--- src/rtl/store_req_queue_pkg.sv ---
// Shared types for the store request queue. lsu_ctrl_t mirrors the LSU
// control word carried from the issue demux to the store unit.
package store_req_queue_pkg;

  // Store / AMO operator carried with each request.
  typedef enum logic [1:0] {
    OP_SW       = 2'd0,
    OP_SD       = 2'd1,
    OP_AMO_ADD  = 2'd2,
    OP_AMO_SWAP = 2'd3
  } fu_op_t;

  localparam int unsigned TRANS_ID_W = 3;

  typedef struct packed {
    logic [31:0]           vaddr;
    logic [31:0]           data;
    logic [3:0]            be;
    fu_op_t                operation;
    logic [TRANS_ID_W-1:0] trans_id;
  } lsu_ctrl_t;

endpackage

--- src/rtl/store_req_queue.sv ---
// Decoupling FIFO of store/AMO requests between the LSU issue demux and the
// store unit. Optional fall-through lets a store issued into an empty queue
// reach the store unit in the same cycle.
//
// Handshakes: a push is accepted when push_valid_i & push_ready_o & ~flush_i.
// push_ready_o depends on registered state only, so a pop does not free a
// slot for a push in the same cycle. The store unit pulses pop_st_i for one
// cycle to consume the head and must only do so while st_valid_o is high.
module store_req_queue
  import store_req_queue_pkg::*;
#(
  parameter int unsigned DEPTH        = 4,
  parameter bit          FALL_THROUGH = 1'b1
) (
  input  logic                       clk_i,
  input  logic                       rst_ni,
  input  logic                       flush_i,
  input  logic                       push_valid_i,
  input  lsu_ctrl_t                  push_ctrl_i,
  output logic                       push_ready_o,
  output logic                       st_valid_o,
  output lsu_ctrl_t                  st_ctrl_o,
  input  logic                       pop_st_i,
  output logic [$clog2(DEPTH+1)-1:0] usage_o,
  output logic                       empty_o
);

  localparam int unsigned PTR_W   = $clog2(DEPTH);
  localparam int unsigned USAGE_W = $clog2(DEPTH + 1);

  logic [PTR_W-1:0]   rd_ptr_q, rd_ptr_d;
  logic [PTR_W-1:0]   wr_ptr_q, wr_ptr_d;
  logic [USAGE_W-1:0] usage_q, usage_d;
  lsu_ctrl_t          mem_q [DEPTH];

  logic full, empty;
  logic push_accepted, bypass, push_stored, pop_from_mem;

  // FIFO control, head/bypass mux and next-state for pointers and usage.
  always_comb begin
    full          = (usage_q == USAGE_W'(DEPTH));
    empty         = (usage_q == '0);
    push_accepted = push_valid_i & ~full & ~flush_i;
    // Bypass: empty queue, fall-through enabled, and the store unit takes
    // the incoming request straight away, so it never touches storage.
    bypass        = FALL_THROUGH & empty & push_accepted & pop_st_i;
    push_stored   = push_accepted & ~bypass;
    pop_from_mem  = pop_st_i & ~empty & ~flush_i;

    st_valid_o = 1'b0;
    st_ctrl_o  = '0;
    if (!empty) begin
      st_valid_o = ~flush_i;
      st_ctrl_o  = mem_q[rd_ptr_q];
    end else if (FALL_THROUGH && push_valid_i) begin
      st_valid_o = ~flush_i;
      st_ctrl_o  = push_ctrl_i;
    end

    rd_ptr_d = rd_ptr_q;
    wr_ptr_d = wr_ptr_q;
    usage_d  = usage_q;
    if (flush_i) begin
      rd_ptr_d = '0;
      wr_ptr_d = '0;
      usage_d  = '0;
    end else begin
      if (push_stored)  wr_ptr_d = wr_ptr_q + PTR_W'(1);
      if (pop_from_mem) rd_ptr_d = rd_ptr_q + PTR_W'(1);
      usage_d = usage_q + USAGE_W'(push_stored) - USAGE_W'(pop_from_mem);
    end

    push_ready_o = ~full;
    usage_o      = usage_q;
    empty_o      = empty;
  end

  // Pointer and usage registers; flush zeroes them, reset does too.
  always_ff @(posedge clk_i or negedge rst_ni) begin
    if (!rst_ni) begin
      rd_ptr_q <= '0;
      wr_ptr_q <= '0;
      usage_q  <= '0;
    end else begin
      rd_ptr_q <= rd_ptr_d;
      wr_ptr_q <= wr_ptr_d;
      usage_q  <= usage_d;
    end
  end

  // Entry storage; cleared on reset only to keep simulation X-free.
  always_ff @(posedge clk_i or negedge rst_ni) begin
    if (!rst_ni) begin
      for (int i = 0; i < DEPTH; i++) mem_q[i] <= '0;
    end else if (push_stored) begin
      mem_q[wr_ptr_q] <= push_ctrl_i;
    end
  end

  a_no_push_when_full : assert property (
    @(posedge clk_i) disable iff (!rst_ni) push_stored |-> (usage_q != USAGE_W'(DEPTH)));

  a_no_pop_when_invalid : assert property (
    @(posedge clk_i) disable iff (!rst_ni) pop_st_i |-> st_valid_o);

  a_usage_bounded : assert property (
    @(posedge clk_i) disable iff (!rst_ni) usage_q <= USAGE_W'(DEPTH));

endmodule

--- config.mk ---
export PLATFORM = sky130hd
export DESIGN_NAME = store_req_queue
export DESIGN_NICKNAME = d
export VERILOG_FILES = /design/src/rtl/store_req_queue_pkg.sv /design/src/rtl/store_req_queue.sv
export SDC_FILE = /design/constraint.sdc
export NUM_CORES = 1
export LEC_CHECK = 0
export BUFFER_PORTS_ARGS = -buffer_cell sky130_fd_sc_hd__buf_2
export CORE_MARGIN = 2
export CORE_UTILIZATION = 45
export DETAILED_ROUTE_END_ITERATION = 10
export GPL_TIMING_DRIVEN = 0
export SYNTH_ARGS = -nofsm -noshare
export SYNTH_HDL_FRONTEND = slang
export SYNTH_SLANG_ARGS = --single-unit
--- constraint.sdc ---
create_clock -name clk_i -period 4.25 [get_ports clk_i]
set_input_delay 0.85 -clock clk_i [delete_from_list [all_inputs] [get_ports clk_i]]
set_output_delay 0.85 -clock clk_i [all_outputs]
set_load 0.02 [all_outputs]
==> impl_metrics.tcl <==
set metrics [dict create \
    drc 0 \
    die_h_um 190 \
    clkTransAtPathRegs_ps 60 \
    synth-compound-area-share 0.000646 \
    io_pins 157 \
    grt_overflow 0 \
    num_vias 8750 \
    ys_ff_latch 299 \
    seq_area_frac_synth 0.483 \
    arrival_ps 2680 \
    cts.repair.resized 0 \
    stdcell_count 1666 \
    cp-start-kind "register" \
    synth_top_family_by_area "multiplexers" \
    maxSlewViolCount 0 \
    syn-mean-instance-area_um2 15.6 \
    worstHoldPathType "in -> async" \
    hpwl_um 22500 \
    synthXorXnorAreaFrac 0.00282 \
    die_x_um 190 \
    period_needed_ps 3530 \
    synth_top_cell_area_share 0.483 \
    grt_max_degree 111 \
    ys_types 25 \
    rows 67 \
    max-slew-margin-rel 0.452 \
    synth-adder-area-share 0.00613 \
    cts_tree "built" \
    multi_input_comb_area_um2 7200 \
    period_share 0.831 \
    worstPathRequired_ps 3400 \
    layout_setup_ws_ps 720 \
    h-tree-depth 2 \
    worst_pin_slew_ps 822 \
    track_usage 0.204 \
    layout-drive-gt1-share 0.521 \
    power_density_nw_per_um2 675 \
    final-setup-viol-count 0 \
    final_nets 1274 \
    first_global_vias 9565 \
    final_area_um2 18100 \
    postCtsHoldBufs 0 \
    initial_core_util 0.460 \
    synth_area_um2 15500 \
    drt-total-wl_um 35500 \
    wl_per_cell_um 21.3 \
    final_cell_mix "dfrtp_1 (299), mux2_4 (280), buf_2 (161)" \
    area_growth_pct 16.6 \
    postCtsSetupBuffers 0 \
    antenna_found_initial 6 \
    fin_skew_ps 16.0 \
    fin_util 0.536 \
    r2r_setup_slack_ps 1660 \
    peakVddDrop_uv 321 \
    core_area_um2 33700 \
    fill_cells 2841 \
    ys_warn_count 0 \
    finalHoldViolCount 0 \
    yosys.area_share.simple 0.0685 \
    finalPower_mw 12.2 \
    synth_area_leaders "dfrtp_1 (48%), mux2_4 (27%), mux4_2 (11%)" \
    fin_hold_ws_ps 378 \
    synthesis.nets 1080 \
    gp_congestion 0.724 \
    clock_latency_ps 500 \
    cts_max_path_buffers 3 \
    synth_mux_area_frac 0.387 \
    syn_inst 995 \
    grt_pass1_wl_um 56700 \
    outcome "complete, no violations" \
    drt_first_pass_iters 5 \
    seq_area_um2 7480 \
    yosysTopAreaCell "dfrtp_1" \
    root_buffer "clkbuf_16" \
    place_ws_ps 787 \
    die_area_um2 36000 \
    placedCellCount 1600 \
    max_cap_viol_count 0 \
    dpl-instance-area_um2 16900 \
    cp-end-kind "output port" \
    clock_sinks 299 \
    io_buffers 155 \
    cts_buffers 35 \
    max_freq_mhz 283 \
    path_class "reg -> out" \
    avgViaCountPerCell 5.25 \
    layout_commonest_cell "dfrtp_1" \
    rsz0062_at_grt "no" \
    final_antenna_net_count 0 \
    first_iter_violations 531 \
    critPathMaxFanout 10 \
    p_leak_nw 9.47 \
    totalNegativeSetupSlack_ps 0 \
]
[cells in the mapped netlist (all sizes together)]
cell    number
fa           1
nand3       74
or3          1
o311a        1
ha           6
nand2      152
mux2       292
inv          6
xnor2        2
xor2         3
buf         55
dfrtp      299
and2b        1
mux2i        1
clkbuf      16
clkinv       1
nor2        11
mux4        73
[state kept, by name, indices dropped and copies added, names as in the netlist]
name / count
rd_ptr_q: 2
usage_o: 3
mem_q: 292
wr_ptr_q: 2
[layer usage]
| metal | share of wire | GRT usage | vias up |
|---|---|---|---|
| met2 | 0.47 | 0.325 | 175 |
| met1 | 0.46 | 0.289 | 4561 |
| met4 | 0.021 | 0.0558 | 2 |
| li1 | - | - | 3957 |
| met5 | 0.00037 | 0 | - |
| met3 | 0.044 | 0.0341 | 55 |
[power by group]
part,switching (mW),internal (mW)
logic,2.40,2.58
registers,0.490,3.71
clock network,1.18,1.85
total,4.07,8.14
[cells by family after synthesis]
kind of cell	after synthesis
mux	366
flops	299
simple gates	239
buf+inv	78
fa+ha+maj	7
xor+xnor	5
compound gates	1
[critical path, stage by stage (launching register included)]
cell,delay (ps)
dfrtp_1,480
or3_1,150
clkbuf_1,220
buf_2,380
clkbuf_1,520
nand2_1,110
nand2_1,130
buf_2,190
[final cells by class]
type,instances,area share
clock inverter,10,0.00741
tap,448,0.0310
clock buffer,51,0.0568
multi-input combinational,618,0.399
sequential,299,0.414
inverter,7,0.00152
buffer,71,0.0437
antenna,5,0.000692
timing repair buffer,157,0.0465
[path summary, 6_finish.rpt]
check | from | to | cells past startpoint
max | usage_o[1] | st_ctrl_o[32] | 7
min | rst_ni | mem_q[290] | 1
max reg2reg | usage_o[1] | usage_o[2] | 12
min reg2reg | mem_q[143] | mem_q[143] | 1
max in group asynchronous | rst_ni | mem_q[226] | 2
min in group clk_i | mem_q[143] | mem_q[143] | 1
(Power assumes the default switching activity.)
